===== src/rtl/sa_feeder.sv =====
// Operand feeder for a 2x2 output-stationary systolic array: buffers K beats, then issues skewed rows/columns.
// Optional busy-cycle performance counter enabled by defining SA_FEEDER_PERF_EN.
module sa_feeder #(
  parameter int unsigned DATA_WIDTH   = 16,
  parameter int unsigned K_DIM        = 4,
  parameter int unsigned DRAIN_CYCLES = 2
) (
  input  logic                  clk,
  input  logic                  rstn,
  input  logic                  start,
  input  logic                  in_valid,
  output logic                  in_ready,
  input  logic [DATA_WIDTH-1:0] in_a0,
  input  logic [DATA_WIDTH-1:0] in_a1,
  input  logic [DATA_WIDTH-1:0] in_b0,
  input  logic [DATA_WIDTH-1:0] in_b1,
  output logic [DATA_WIDTH-1:0] data_a_0_o,
  output logic [DATA_WIDTH-1:0] data_a_1_o,
  output logic [DATA_WIDTH-1:0] data_b_0_o,
  output logic [DATA_WIDTH-1:0] data_b_1_o,
  output logic                  acc_en_o,
  output logic                  busy_o,
  output logic                  done_o,
  output logic [31:0]           busy_cycles_o
);

  localparam int unsigned KW = $clog2(K_DIM + 1);
  localparam int unsigned IW = (K_DIM > 1) ? $clog2(K_DIM) : 1;
  localparam int unsigned DW = (DRAIN_CYCLES > 1) ? $clog2(DRAIN_CYCLES) : 1;
  localparam logic [KW-1:0] K_LAST = KW'(K_DIM);
  localparam logic [DW-1:0] D_LAST = DW'(DRAIN_CYCLES - 1);

  typedef enum logic [2:0] {S_IDLE, S_LOAD, S_FEED, S_DRAIN, S_DONE} state_t;

  state_t          r_state, w_state_nxt;
  logic [KW-1:0]   r_k, w_k_nxt;
  logic [KW-1:0]   r_f, w_f_nxt;
  logic [DW-1:0]   r_d, w_d_nxt;
  logic            w_accept;

  logic [DATA_WIDTH-1:0] r_a0 [K_DIM];
  logic [DATA_WIDTH-1:0] r_a1 [K_DIM];
  logic [DATA_WIDTH-1:0] r_b0 [K_DIM];
  logic [DATA_WIDTH-1:0] r_b1 [K_DIM];

  logic [DATA_WIDTH-1:0] r_da0, r_da1, r_db0, r_db1;
  logic [DATA_WIDTH-1:0] w_da0_nxt, w_da1_nxt, w_db0_nxt, w_db1_nxt;

  // r_k reaching K_LAST gives one closing LOAD cycle with in_ready low before FEED.
  assign in_ready = (r_state == S_LOAD) && (r_k != K_LAST);
  assign w_accept = in_ready && in_valid;

  assign acc_en_o = (r_state == S_FEED) || (r_state == S_DRAIN);
  assign busy_o   = (r_state != S_IDLE);
  assign done_o   = (r_state == S_DONE);

  always_ff @(posedge clk or negedge rstn) begin
    if (!rstn) begin
      r_state <= S_IDLE;
      r_k     <= '0;
      r_f     <= '0;
      r_d     <= '0;
    end else begin
      r_state <= w_state_nxt;
      r_k     <= w_k_nxt;
      r_f     <= w_f_nxt;
      r_d     <= w_d_nxt;
    end
  end

  always_comb begin
    w_state_nxt = r_state;
    w_k_nxt     = r_k;
    w_f_nxt     = r_f;
    w_d_nxt     = r_d;
    unique case (r_state)
      S_IDLE: begin
        if (start) begin
          w_state_nxt = S_LOAD;
          w_k_nxt     = '0;
        end
      end
      S_LOAD: begin
        if (r_k == K_LAST) begin
          w_state_nxt = S_FEED;
          w_f_nxt     = '0;
          w_k_nxt     = '0;
        end else if (w_accept) begin
          w_k_nxt = r_k + 1'b1;
        end
      end
      S_FEED: begin
        if (r_f == K_LAST) begin
          w_f_nxt = '0;
          w_d_nxt = '0;
          if (DRAIN_CYCLES == 0) w_state_nxt = S_DONE;
          else                   w_state_nxt = S_DRAIN;
        end else begin
          w_f_nxt = r_f + 1'b1;
        end
      end
      S_DRAIN: begin
        if (r_d == D_LAST) begin
          w_state_nxt = S_DONE;
          w_d_nxt     = '0;
        end else begin
          w_d_nxt = r_d + 1'b1;
        end
      end
      S_DONE:  w_state_nxt = S_IDLE;
      default: w_state_nxt = S_IDLE;
    endcase
  end

  // Output registers are loaded from the upcoming state/index so they align with FEED cycle f.
  always_comb begin
    w_da0_nxt = '0;
    w_da1_nxt = '0;
    w_db0_nxt = '0;
    w_db1_nxt = '0;
    if (w_state_nxt == S_FEED) begin
      if (w_f_nxt != K_LAST) begin
        w_da0_nxt = r_a0[IW'(w_f_nxt)];
        w_db0_nxt = r_b0[IW'(w_f_nxt)];
      end
      if (w_f_nxt != '0) begin
        w_da1_nxt = r_a1[IW'(w_f_nxt - 1'b1)];
        w_db1_nxt = r_b1[IW'(w_f_nxt - 1'b1)];
      end
    end
  end

  always_ff @(posedge clk or negedge rstn) begin
    if (!rstn) begin
      r_da0 <= '0;
      r_da1 <= '0;
      r_db0 <= '0;
      r_db1 <= '0;
    end else begin
      r_da0 <= w_da0_nxt;
      r_da1 <= w_da1_nxt;
      r_db0 <= w_db0_nxt;
      r_db1 <= w_db1_nxt;
    end
  end

  assign data_a_0_o = r_da0;
  assign data_a_1_o = r_da1;
  assign data_b_0_o = r_db0;
  assign data_b_1_o = r_db1;

  always_ff @(posedge clk) begin
    if (w_accept) begin
      r_a0[IW'(r_k)] <= in_a0;
      r_a1[IW'(r_k)] <= in_a1;
      r_b0[IW'(r_k)] <= in_b0;
      r_b1[IW'(r_k)] <= in_b1;
    end
  end

`ifdef SA_FEEDER_PERF_EN
  logic [31:0] r_busy_cnt;

  always_ff @(posedge clk or negedge rstn) begin
    if (!rstn)                              r_busy_cnt <= '0;
    else if (busy_o && (r_busy_cnt != '1))  r_busy_cnt <= r_busy_cnt + 32'd1;
  end

  assign busy_cycles_o = r_busy_cnt;
`else
  assign busy_cycles_o = '0;
`endif

endmodule


===== config.mk =====
export PLATFORM = sky130hd
export DESIGN_NAME = sa_feeder
export DESIGN_NICKNAME = d
export VERILOG_FILES = /design/src/rtl/sa_feeder.sv
export SDC_FILE = /design/constraint.sdc
export NUM_CORES = 1
export LEC_CHECK = 0
export ABC_AREA = 1
export CAP_MARGIN = 10
export CORE_ASPECT_RATIO = 0.7
export CORE_MARGIN = 1.5
export CORE_UTILIZATION = 50
export CTS_BUF_LIST = sky130_fd_sc_hd__clkbuf_8
export CTS_CLUSTER_DIAMETER = 40
export DETAILED_ROUTE_END_ITERATION = 10
export DONT_BUFFER_PORTS = 1
export HOLD_SLACK_MARGIN = 0.08
export SLEW_MARGIN = 30
export SYNTH_ARGS = -nofsm -noshare
export SYNTH_HDL_FRONTEND = slang
export SYNTH_SLANG_ARGS = --single-unit

===== constraint.sdc =====
create_clock -name clk -period 8 [get_ports clk]
set_input_delay 0.8 -clock clk [delete_from_list [all_inputs] [get_ports clk]]
set_output_delay 0.8 -clock clk [all_outputs]
set_load 0.1 [all_outputs]

Word level (Yosys, flattened, before mapping). Memories as Yosys holds them, arrays and structs flattened. Index checks and enable logic that the tools add are counted.

Register bits after elaboration: 74. Latch bits: 0. RAM bits: 256. Bits in read-only memories: 0. Input port bits: 68. Output and inout bits: 100. Memories kept: 4.

Memory list: r_a0 (depth 4, width 16, rd ports 1, clocked after memory_dff 0, write ports 1, line 41) `logic [DATA_WIDTH-1:0] r_a0 [K_DIM];`; r_a1 (depth 4, width 16, rd ports 1, clocked after memory_dff 0, write ports 1, line 42) `logic [DATA_WIDTH-1:0] r_a1 [K_DIM];`; r_b0 (depth 4, width 16, rd ports 1, clocked after memory_dff 0, write ports 1, line 43) `logic [DATA_WIDTH-1:0] r_b0 [K_DIM];`; r_b1 (depth 4, width 16, rd ports 1, clocked after memory_dff 0, write ports 1, line 44) `logic [DATA_WIDTH-1:0] r_b1 [K_DIM];`.

Add/sub/neg operators: 4. Multipliers: 0. Divide/modulo/power cells: 0. Magnitude comparators: 0. Eq/ne operators: 12. Shift operators: 0. Multiplexer cells: 25. Bitwise logic cells: 0. Reductions and logical operators: 10.

Operators with widths (count): 16-bit 2-to-1 mux (8); 3-bit 2-to-1 mux (9); 3-bit case mux with 2 select lines (2); 3-bit case mux with 4 select lines (1); 3-bit by 2-bit equality test with 1-bit output, second input constant (3); 3-bit equality test, second input constant (3); 3-bit by 1-bit adder with 3-bit output, second input constant (2); 3-bit inequality test, second input constant (2); 3-bit nonzero test (2); 1-bit 2-to-1 mux (4); 2-bit nonzero test (2); 3-bit by 1-bit equality test with 1-bit output, second input constant (1); 3-bit zero test (1); 3-bit by 2-bit inequality test with 1-bit output, second input constant (1); 3-bit AND reduction (1); 1-bit logical AND (2); 2-bit by 1-bit inequality test with 1-bit output, second input constant (1); 2-bit inequality test, second input constant (1); 1-bit case mux with 2 select lines (1); 2-bit AND reduction (1); 2-bit by 1-bit subtractor with 2-bit output, second input constant (1); 1-bit adder, second input constant (1); 1-bit logical OR (1).

Logic depth before layout (Yosys ltp). An unclocked memory read counts as a cell.

Depth after elaboration: 7. Mapped depth: 12.

Worst setup path before layout. Ideal clock, no wire load.

Kind: register to register. From: register r_k[0]. To: memory r_a0[0][0], enable pin. Arrival: 4.493 ns. Required time: 7.513 ns. Path slack: 3.020 ns. Cell stages (with the launch flop): 8. Period minus slack after synthesis: 4.980 ns. Path through: dfrtp_1 inv_1 ha_1 nand2_1 nand3_2 inv_1 nand2_1 nor2_1.

Longest elaborated chain between the ends: 5.

RTL lines: from (decl) (line 36) `logic [KW-1:0] r_k, w_k_nxt;`; from (signal assigned) (line 65) `r_k <= w_k_nxt;`; 3-bit inequality test (line 50) `assign in_ready = (r_state == S_LOAD) && (r_k != K_LAST);`; 1-bit logical AND (line 50); via in_ready (line 12) `output logic in_ready,`; 1-bit logical AND (line 51) `assign w_accept = in_ready && in_valid;`; 1-bit 2-to-1 mux (line 153) `if (w_accept) begin`; 1-bit 2-to-1 mux (not written as such) (line 154) `r_a0[IW'(r_k)] <= in_a0;`; to (decl) (line 41).

The timed path passes the listed nets, and every way through them passes these cells.

Final worst setup path.
From: register r_k[0]. To: memory r_a0[1][15], enable pin.

Same word-level chain as after synthesis.

==> flow_metrics.tcl <==
set metrics [dict create \
    drt_iter0_drc 517 \
    crit_arrival_ns 4.28 \
    synth_warnings 0 \
    synth-seq-cells 330 \
    period_needed_ns 4.075 \
    p_sw_mw 1.780 \
    synth_area_per_cell_um2 11.92 \
    rows 49 \
    slew-limit-headroom_pct 33.50 \
    status "finished clean" \
    track_usage_pct 20.15 \
    vias_per_cell 5.052 \
    comb_power_share_pct 25.3 \
    nFillCells 2123 \
    fmax_mhz 245.4 \
    num_vias 7451 \
    grt_overflow 0 \
    cts_setup_buffers 0 \
    synth_cell_type_count 30 \
    endpoint_kind "register" \
    layout.nets 1180 \
    power_density_nw_per_um2 344.1 \
    switching_share_pct 36.28 \
    drt_wl_total_um 26530 \
    core_area_um2 25570 \
    diodes 0 \
    synth_seq_area_share_pct 73.51 \
    period_share_pct 50.94 \
    p_clk_share_pct 27.2 \
    dr.pass1.iters 4 \
    cts_buffer_depth 3 \
    place_area_um2 13230 \
    portBuffers 0 \
    cts_max_level 2 \
    vdd_drop_max_mv 0.2239 \
    area_growth_pct 9.874 \
    dpl.hpwl_um 14070 \
    grt_max_degree 78 \
    cts_resized 0 \
    start_util_pct 50.76 \
    die_area_um2 26940 \
    path_class "register to register" \
    clkTransAtPathRegs_ns 0.06 \
    grt_first_pass_wirelength_um 40790 \
    clock-sinks 330 \
    drv_cap 0 \
    clk-insertion-delay-late_ns 0.59 \
    gp_congestion 0.7709 \
    drtAntennaViolNets 0 \
    synthCells 1089 \
    hold_ws_ns 0.1378 \
    first_global_vias 7082 \
    netlist_area_um2 12980 \
    worst_pin_slew_ns 0.9951 \
    fin_skew_ns 0.02966 \
    p_int_mw 3.126 \
    layout_common_cells "348 x nand2_1, 256 x edfxtp_1, 126 x nand3_1, 95 x inv_1, 74 x dfrtp_1" \
    final_area_um2 14260 \
    hold_path_class "input port to asynchronous set/reset pin" \
    die_height_um 137.8 \
    drive_gt1_share_pct 8.916 \
    final_common_cell "nand2_1" \
    crit_fanout 38 \
    startpoint_type "register" \
    hold_viol 0 \
    tns_ns 0 \
    cts_hold_buffers 1 \
    maxSlewViolCount 0 \
    cts_tree "yes" \
    required_ns 8.21 \
    setup-violations-final 0 \
    p_seq_share_pct 47.4 \
    io-pin-count 168 \
    die_w_um 195.6 \
    cts_buffers 50 \
    cts-root-buf "clkbuf_8" \
    antenna_found_initial 0 \
    p_leak_nw 5.979 \
    drcViolationCount 0 \
    wl_per_cell_um 17.99 \
    rsz0062_at_grt "no" \
]
## state kept, by name, indices dropped and copies added (netlist names)
register    cells
data_a_0_o     16
r_f             3
r_a0           64
r_d             1
r_k             3
data_b_0_o     16
data_a_1_o     16
r_state         3
data_b_1_o     16
r_b1           64
r_a1           64
r_b0           64
## power by group through the flow
stage               Sequential [mW]  Clock, mW  Combinational, mW
floorplan                      2.36          0              0.958
detailed placement             2.36          0               1.24
finish                         2.33       1.34               1.24
global route                   2.35       1.45               1.39
CTS                            2.33       1.37               1.25
global placement               2.36          0               1.20
## cell usage after synthesis, drive strengths merged
| cell type | number | area [um^2] |
|---|---|---|
| a21oi | 50 | 250.2 |
| buf | 67 | 447.9 |
| clkbuf | 14 | 52.55 |
| conb | 1 | 3.750 |
| dfrtp | 74 | 1852 |
| edfxtp | 256 | 7687 |
| ha | 6 | 75.07 |
| inv | 81 | 304.0 |
| nand2 | 354 | 1354 |
| nand3 | 130 | 678.2 |
| nand4 | 3 | 18.77 |
| nor2 | 41 | 178.9 |
| nor3 | 1 | 5.000 |
| nor3b | 1 | 7.510 |
| o21ai | 7 | 38.79 |
| o21bai | 1 | 7.510 |
| o22ai | 1 | 6.260 |
| xnor2 | 1 | 8.760 |
## area by class of cell
cell class	instances	area [um^2]	share of cell area, %
Inverter	81	304.0	2.133
Timing Repair Buffer	15	234.0	1.641
Multi-Input combinational cell	628	2791	19.58
Tap cell	331	414.1	2.905
Clock inverter	30	148.9	1.044
Sequential cell	330	9539	66.91
Clock buffer	60	825.8	5.792
## worst paths after layout
| path | startpoint | endpoint | slack [ns] | depth (start not counted) |
|---|---|---|---|---|
| min | rstn | data_b_0_o[13]$_DFF_PN0_ | 0.14 | 1 |
| min in group clk | in_a0[13] | r_a0[3][13]$_DFFE_PP_ | 0.30 | 0 |
| max | r_k[0]$_DFFE_PN0P_ | r_a0[1][15]$_DFFE_PP_ | 3.93 | 8 |
| max reg2reg | r_k[0]$_DFFE_PN0P_ | r_a0[1][15]$_DFFE_PP_ | 3.93 | 8 |
| max in group asynchronous | rstn | r_f[1]$_DFF_PN0_ | 7.52 | 1 |
| min reg2reg | r_k[2]$_DFFE_PN0P_ | r_k[2]$_DFFE_PN0P_ | 0.51 | 1 |
## cells by family after synthesis
logic type / share of synthesized area [%]
buffers and inverters: 6.200
flip-flops: 73.51
other: 0.02890
AO/OA/AOI/OAI: 2.334
XOR/XNOR: 0.06751
AND/OR/NAND/NOR: 17.28
adder cells (fa/ha/maj): 0.5785
## stage by stage
| step | setup slack [ns] | std cells | utilization (%) | power [mW] |
|---|---|---|---|---|
| after floorplan | 3.020 | 1120 | - | 3.320 |
| after global placement | 3.897 | 1380 | 51.40 | 3.561 |
| after detailed placement | 3.840 | 1383 | 51.74 | 3.601 |
| after CTS | 3.831 | 1474 | 55.66 | 4.954 |
| after global routing | 3.618 | 1475 | 55.77 | 5.185 |
| final | 3.925 | 1475 | 55.77 | 4.906 |
## layer usage
metal,global-route usage [%],part of all wire (%)
met5,0,0
met4,5.986,1.3
met3,6.659,8.8
met2,30.34,44
met1,28.02,46
## worst max-delay path, stage by stage (launching register included)
cell     delay (ns)
dfrtp_1        0.39
inv_1          0.10
ha_1           0.22
nand2_1        0.12
nand3_2        0.16
inv_1          0.76
nand2_1        0.47
nor2_4         0.82
buf_4          0.61
Power figures use the tool's default switching activity.
